File: config.mk
export PLATFORM = sky130hd
export DESIGN_NAME = cordic_sched_flat
export DESIGN_NICKNAME = d
export VERILOG_FILES = /design/src/rtl/cordic_sched_if.sv /design/src/rtl/cordic_sched.sv /design/src/flat_wrapper.sv
export SDC_FILE = /design/constraint.sdc
export NUM_CORES = 1
export LEC_CHECK = 0
export ABC_CLOCK_PERIOD_IN_PS = 1800
export CELL_PAD_IN_SITES_DETAIL_PLACEMENT = 1
export CELL_PAD_IN_SITES_GLOBAL_PLACEMENT = 1
export CORE_MARGIN = 4
export CORE_UTILIZATION = 32
export DETAILED_ROUTE_END_ITERATION = 7
export GPL_TIMING_DRIVEN = 0
export PLACE_DENSITY_LB_ADDON = 0.1
export SYNTH_ARGS = -nofsm -noshare
export SYNTH_HDL_FRONTEND = slang
export SYNTH_SLANG_ARGS = --single-unit
export TNS_END_PERCENT = 1
File: constraint.sdc
create_clock -name clk -period 1.8 [get_ports clk]
set_clock_uncertainty 0.05 [all_clocks]
set_input_delay 0.36 -clock clk [delete_from_list [all_inputs] [get_ports clk]]
set_output_delay 0.36 -clock clk [all_outputs]
set_load 0.01 [all_outputs]
File: src/rtl/cordic_sched_if.sv
// Handshake bundle between cordic_sched, its two requesters, the response sink and the CORDIC core.
interface cordic_sched_if;
    logic        req0_valid;
    logic        req0_ready;
    logic        req0_mode;
    logic [9:0]  req0_val;
    logic        req1_valid;
    logic        req1_ready;
    logic        req1_mode;
    logic [9:0]  req1_val;
    logic        rsp_valid;
    logic        rsp_ready;
    logic        rsp_id;
    logic [10:0] rsp_a;
    logic [10:0] rsp_b;
    logic        rsp_err;
    logic        core_rst;
    logic        core_mode;
    logic [9:0]  core_in;
    logic        core_out_toggle;
    logic [10:0] core_val;
    logic        core_done;

    modport slave (
        input  req0_valid, req0_mode, req0_val,
        input  req1_valid, req1_mode, req1_val,
        input  rsp_ready, core_val, core_done,
        output req0_ready, req1_ready,
        output rsp_valid, rsp_id, rsp_a, rsp_b, rsp_err,
        output core_rst, core_mode, core_in, core_out_toggle
    );

    modport master (
        output req0_valid, req0_mode, req0_val,
        output req1_valid, req1_mode, req1_val,
        output rsp_ready, core_val, core_done,
        input  req0_ready, req1_ready,
        input  rsp_valid, rsp_id, rsp_a, rsp_b, rsp_err,
        input  core_rst, core_mode, core_in, core_out_toggle
    );
endinterface

File: src/rtl/cordic_sched.sv
// Round-robin scheduler sharing one CORDIC core between two requesters.
// Define CORDIC_SCHED_TIMEOUT_EN to abort a stuck core after TIMEOUT_CYC WAIT cycles.
module cordic_sched #(
    parameter int TIMEOUT_CYC = 15
) (
    input logic           clk,
    input logic           rst,
    cordic_sched_if.slave bus
);
    typedef enum logic [2:0] {IDLE, KICK, WAIT, READ_A, READ_B, RESP} state_t;

    state_t      state_q, state_d;
    logic        lastGrant_q;
    logic        reqId_q;
    logic        reqMode_q;
    logic [9:0]  reqVal_q;
    logic [10:0] rspA_q;
    logic [10:0] rspB_q;
    logic        rspValid_q;
    logic        grant0, grant1, inIdle, accept, timeoutHit;

    // Requester 1 wins only when alone or when requester 0 won last time.
    assign grant1 = bus.req1_valid && (!bus.req0_valid || !lastGrant_q);
    assign grant0 = bus.req0_valid && !grant1;
    assign inIdle = (state_q == IDLE) && !rst;
    assign accept = inIdle && (grant0 || grant1);

    assign bus.req0_ready      = inIdle && grant0;
    assign bus.req1_ready      = inIdle && grant1;
    assign bus.core_rst        = rst || (state_q == KICK);
    assign bus.core_out_toggle = (state_q == READ_B);
    assign bus.core_mode       = reqMode_q;
    assign bus.core_in         = reqVal_q;
    assign bus.rsp_valid       = rspValid_q;
    assign bus.rsp_id          = reqId_q;
    assign bus.rsp_a           = rspA_q;
    assign bus.rsp_b           = rspB_q;

    always_ff @(posedge clk or posedge rst) begin
        if (rst) begin
            state_q <= IDLE;
        end else begin
            state_q <= state_d;
        end
    end

    always_comb begin
        state_d = state_q;
        unique case (state_q)
            IDLE:    if (accept) state_d = KICK;
            KICK:    state_d = WAIT;
            WAIT: begin
                if (bus.core_done) begin
                    state_d = READ_A;
                end else if (timeoutHit) begin
                    state_d = RESP;
                end
            end
            READ_A:  state_d = READ_B;
            READ_B:  state_d = RESP;
            RESP:    if (bus.rsp_ready) state_d = IDLE;
            default: state_d = IDLE;
        endcase
    end

    always_ff @(posedge clk or posedge rst) begin
        if (rst) begin
            lastGrant_q <= 1'b1;
            reqId_q     <= 1'b0;
            reqMode_q   <= 1'b0;
            reqVal_q    <= '0;
            rspA_q      <= '0;
            rspB_q      <= '0;
            rspValid_q  <= 1'b0;
        end else begin
            if (accept) begin
                reqId_q     <= grant1;
                lastGrant_q <= grant1;
                reqMode_q   <= grant1 ? bus.req1_mode : bus.req0_mode;
                reqVal_q    <= grant1 ? bus.req1_val : bus.req0_val;
            end
            // A timed-out request still answers, with zeroed results.
            if ((state_q == WAIT) && !bus.core_done && timeoutHit) begin
                rspA_q     <= '0;
                rspB_q     <= '0;
                rspValid_q <= 1'b1;
            end
            if (state_q == READ_A) begin
                rspA_q <= bus.core_val;
            end
            if (state_q == READ_B) begin
                rspB_q     <= bus.core_val;
                rspValid_q <= 1'b1;
            end
            if ((state_q == RESP) && bus.rsp_ready) begin
                rspValid_q <= 1'b0;
            end
        end
    end

`ifdef CORDIC_SCHED_TIMEOUT_EN
    localparam int CntW = $clog2(TIMEOUT_CYC + 1);

    logic [CntW-1:0] timeoutCnt_q;
    logic            rspErr_q;

    assign timeoutHit  = (timeoutCnt_q == CntW'(TIMEOUT_CYC - 1));
    assign bus.rsp_err = rspErr_q;

    always_ff @(posedge clk or posedge rst) begin
        if (rst) begin
            timeoutCnt_q <= '0;
            rspErr_q     <= 1'b0;
        end else begin
            if (state_q == KICK) begin
                timeoutCnt_q <= '0;
            end else if (state_q == WAIT) begin
                timeoutCnt_q <= timeoutCnt_q + CntW'(1);
            end
            if (accept) begin
                rspErr_q <= 1'b0;
            end else if ((state_q == WAIT) && !bus.core_done && timeoutHit) begin
                rspErr_q <= 1'b1;
            end
        end
    end
`else
    assign timeoutHit  = 1'b0;
    assign bus.rsp_err = 1'b0;
`endif
endmodule

File: src/flat_wrapper.sv
// flat-port wrapper written by rule: the top's interface ports become plain ports
module cordic_sched_flat 
#(
    parameter int TIMEOUT_CYC = 15
)
  (clk, rst, bus_req0_valid, bus_req0_mode, bus_req0_val, bus_req1_valid, bus_req1_mode, bus_req1_val, bus_rsp_ready, bus_core_val, bus_core_done, bus_req0_ready, bus_req1_ready, bus_rsp_valid, bus_rsp_id, bus_rsp_a, bus_rsp_b, bus_rsp_err, bus_core_rst, bus_core_mode, bus_core_in, bus_core_out_toggle);
  cordic_sched_if bus_i ();
  input logic clk;
  input logic rst;
  input wire logic [$bits(bus_i.req0_valid)-1:0] bus_req0_valid;
  input wire logic [$bits(bus_i.req0_mode)-1:0] bus_req0_mode;
  input wire logic [$bits(bus_i.req0_val)-1:0] bus_req0_val;
  input wire logic [$bits(bus_i.req1_valid)-1:0] bus_req1_valid;
  input wire logic [$bits(bus_i.req1_mode)-1:0] bus_req1_mode;
  input wire logic [$bits(bus_i.req1_val)-1:0] bus_req1_val;
  input wire logic [$bits(bus_i.rsp_ready)-1:0] bus_rsp_ready;
  input wire logic [$bits(bus_i.core_val)-1:0] bus_core_val;
  input wire logic [$bits(bus_i.core_done)-1:0] bus_core_done;
  output wire logic [$bits(bus_i.req0_ready)-1:0] bus_req0_ready;
  output wire logic [$bits(bus_i.req1_ready)-1:0] bus_req1_ready;
  output wire logic [$bits(bus_i.rsp_valid)-1:0] bus_rsp_valid;
  output wire logic [$bits(bus_i.rsp_id)-1:0] bus_rsp_id;
  output wire logic [$bits(bus_i.rsp_a)-1:0] bus_rsp_a;
  output wire logic [$bits(bus_i.rsp_b)-1:0] bus_rsp_b;
  output wire logic [$bits(bus_i.rsp_err)-1:0] bus_rsp_err;
  output wire logic [$bits(bus_i.core_rst)-1:0] bus_core_rst;
  output wire logic [$bits(bus_i.core_mode)-1:0] bus_core_mode;
  output wire logic [$bits(bus_i.core_in)-1:0] bus_core_in;
  output wire logic [$bits(bus_i.core_out_toggle)-1:0] bus_core_out_toggle;
  assign bus_i.req0_valid = bus_req0_valid;
  assign bus_i.req0_mode = bus_req0_mode;
  assign bus_i.req0_val = bus_req0_val;
  assign bus_i.req1_valid = bus_req1_valid;
  assign bus_i.req1_mode = bus_req1_mode;
  assign bus_i.req1_val = bus_req1_val;
  assign bus_i.rsp_ready = bus_rsp_ready;
  assign bus_i.core_val = bus_core_val;
  assign bus_i.core_done = bus_core_done;
  assign bus_req0_ready = bus_i.req0_ready;
  assign bus_req1_ready = bus_i.req1_ready;
  assign bus_rsp_valid = bus_i.rsp_valid;
  assign bus_rsp_id = bus_i.rsp_id;
  assign bus_rsp_a = bus_i.rsp_a;
  assign bus_rsp_b = bus_i.rsp_b;
  assign bus_rsp_err = bus_i.rsp_err;
  assign bus_core_rst = bus_i.core_rst;
  assign bus_core_mode = bus_i.core_mode;
  assign bus_core_in = bus_i.core_in;
  assign bus_core_out_toggle = bus_i.core_out_toggle;
  cordic_sched #(.TIMEOUT_CYC(TIMEOUT_CYC)) u_core (.clk(clk), .rst(rst), .bus(bus_i));
endmodule
==> impl_metrics.tcl <==
set metrics [dict create \
    grt_pass1_wl_um 7890 \
    sequentialPowerShare 0.346 \
    fin_crit_sh 1.05 \
    yosysSeqAreaShare 0.565 \
    r2r-start "u_core.state_q[1]$_DFFE_PP0P_" \
    power_leakage_nw 1.13 \
    portBuffers 77 \
    route.met2.wl_um 2480 \
    clkTransAtPathRegs_ps 70 \
    outcome "finished, violations left" \
    dpl.hpwl_um 3460 \
    yosys_warnings 0 \
    root_buffer "clkbuf_8" \
    avgViaCountPerCell 4.76 \
    syn-num-nets 158 \
    overflow 0 \
    pwr-share-comb 0.514 \
    grt_use_total 0.158 \
    drive_gt1_frac 0.349 \
    cts_buffers 5 \
    num_vias 1358 \
    clockPowerShare 0.140 \
    ys_ff_latch 39 \
    dr.first_iter.drc_count 38 \
    cts_tree "built" \
    drt-met1-wl_um 1850 \
    yosysTopAreaCell "dfrtp_1" \
    cts_sinks 39 \
    drv_slew 0 \
    rr_worst_depth 7 \
    power_w 0.00457 \
    place_congestion 0.756 \
    ir_drop_v 0.000790 \
    worst_setup_path_end_kind "output port" \
    setup_violations 3 \
    synth-main-ff-cell "dfrtp_1" \
    rsz0062_at_grt "true" \
    cp_max_fo 4 \
    cts.path.max_buffers 2 \
    n_fill_cell 523 \
    syn-cell-area_mm2 0.00173 \
    synth_commonest_cells "dfrtp_1, mux2_2, o32ai_1" \
    postSynthCellCount 119 \
    grt_pass1_vias 1580 \
    violations "negative setup slack" \
    fp.dieW_um 81.5 \
    postLayoutSetupSlackWorst_ps -88.7 \
    die_area_mm2 0.00664 \
    ant_nets 0 \
    synth_edf_count 0 \
    synth_area_leaders "dfrtp_1, mux2_2, a2bb2oi_2" \
    firstDrtPassIters 4 \
    core-area_mm2 0.00517 \
    synth_most_common_cell "dfrtp_1" \
    synth_top_area_frac 0.550 \
    worstMarginPinSlew_ps 996 \
    routed-wl-met3_um 460 \
    row_count 26 \
    internal_power_w 0.00314 \
    initial_utilization 0.334 \
    drc_errors 0 \
    power_density_mw_per_mm2 1630 \
    synth_async_sr_flop_share 1.00 \
    clock.fmax_ghz 0.529 \
    r2r_slack_ps 110 \
    cp.required_ps 1390 \
    cts.htree.levels 2 \
    wl_per_cell_um 17.0 \
    rr_endpoint "u_core.bus.core_in[1]$_DFFE_PP0P_" \
    highest_layer "met4" \
    max_slew_margin 0.332 \
    grt_max_degree 21 \
    cp.arrival_ps 1480 \
    worstHoldPathType "primary input to async pin" \
    p_sw_w 0.00143 \
    criticalPathCategory "register to output port" \
    clk_latency_ps 280 \
    layout_min_cycle_time_ps 1890 \
    dpl_worst_slack_ps -1280 \
    wl_um 4850 \
    p_sw_frac 0.313 \
    io_pins 79 \
    finalHoldViolCount 0 \
    syn_area_per_cell_um2 14.5 \
    crit_path_start_kind "register" \
    drv_cap 0 \
    synthToLayoutAreaGrowth_pct 62.4 \
    synth.distinct_cells 29 \
    antenna_cells 0 \
    antenna_found_initial 0 \
    final_nets 253 \
    die-height_um 81.5 \
]
-- cell type report --
type | instances | area, um2 | share of cell area
buffer | 9 | 76.3 | 0.0272
sequential | 39 | 980 | 0.349
timing repair inverter | 2 | 10.0 | 0.00356
tap | 70 | 87.6 | 0.0312
timing repair buffer | 86 | 831 | 0.296
inverter | 2 | 11.3 | 0.00401
clock buffer | 8 | 100 | 0.0356
multi-input combinational | 69 | 713 | 0.254
-- sequential cells by signal, indices dropped and copies added, names as in the netlist --
| register | count |
|---|---|
| u_core.bus.rsp_b | 11 |
| u_core.bus.rsp_valid | 1 |
| u_core.bus.core_in | 10 |
| u_core.bus.rsp_id | 1 |
| u_core.bus.core_mode | 1 |
| u_core.lastGrant_q | 1 |
| u_core.state_q | 3 |
| u_core.bus.rsp_a | 11 |
-- worst max-delay path: stages, from the launching register on --
cell and delay (ps):
dfrtp_2 430, buf_6 140, nor4_4 280, nor3b_2 200, buf_2 150
-- power groups by stage --
| stage | combinational, W | sequential (W) | clock [W] |
|---|---|---|---|
| after floorplan | 0.000908 | 0.00177 | 0 |
| after global placement | 0.00216 | 0.00159 | 0 |
| after detailed placement | 0.00221 | 0.00162 | 0 |
| after CTS | 0.00235 | 0.00159 | 0.000669 |
| after global routing | 0.00252 | 0.00165 | 0.000703 |
| final | 0.00235 | 0.00158 | 0.000641 |
-- stage by stage --
step | setup TNS, ps | std cells | area (um2) | utilization | hold slack (ps)
after detailed placement | -5390 | 266 | 2590 | 0.501 | 415
after floorplan | 0 | 119 | 1730 | - | 285
after CTS | -162 | 282 | 2790 | 0.538 | 267
after global routing | -459 | 285 | 2810 | 0.543 | 281
after global placement | -4620 | 266 | 2590 | 0.501 | 409
final | -183 | 285 | 2810 | 0.543 | 257
-- what timing repair did --
item                                    in CTS  in global routing
gates resized for setup                     32                  3
pin swaps                                    2                  1
endpoints found under the setup margin       4                  4
hold buffers                                 0                  0
buffers inserted                             6                  3
gates cloned                                 2                  0
-- cell families (layout without fill, tap and decap cells) --
group	Yosys count	count (layout)	synth area share
other	1	1	0.00217
and+or+nand+nor	17	17	0.0687
buffers and inverters	11	107	0.0405
AOI/OAI and AO/OA	28	28	0.175
xor gates and xnor gates	1	1	0.00507
muxes	22	22	0.143
DFF	39	39	0.565
-- cells in the final DEF (no fill, tap or decap), types with 4 or more instances in the layout --
cell type | Yosys | routed
clkbuf_8 | 0 | 7
nand2_1 | 5 | 5
mux2_2 | 22 | 22
dfrtp_1 | 38 | 36
o32ai_1 | 11 | 11
a2bb2oi_2 | 9 | 9
clkdlybuf4s50_1 | 0 | 70
buf_6 | 3 | 4
buf_4 | 1 | 8
-- worst max path at each step --
stage	startpoint	end	slack, ps	cells past startpoint
2_1_floorplan	rst	bus_core_rst	130	2
3_3_place_gp	rst	bus_core_rst	-1210	4
3_5_place_dp	rst	bus_core_rst	-1280	4
4_1_cts	u_core.state_q[2]$_DFFE_PP0P_	bus_req0_ready	-80	4
5_1_grt	u_core.state_q[1]$_DFFE_PP0P_	bus_req0_ready	-210	4
6_report	u_core.state_q[1]$_DFFE_PP0P_	bus_req0_ready	-90	4
-- per-layer routing --
metal  track usage  up-vias
li1              -      632
met1         0.173      666
met2         0.281       53
met3        0.0636        7
met4        0.0456        0
met5             0        -
Power figures use the tool's default switching activity.
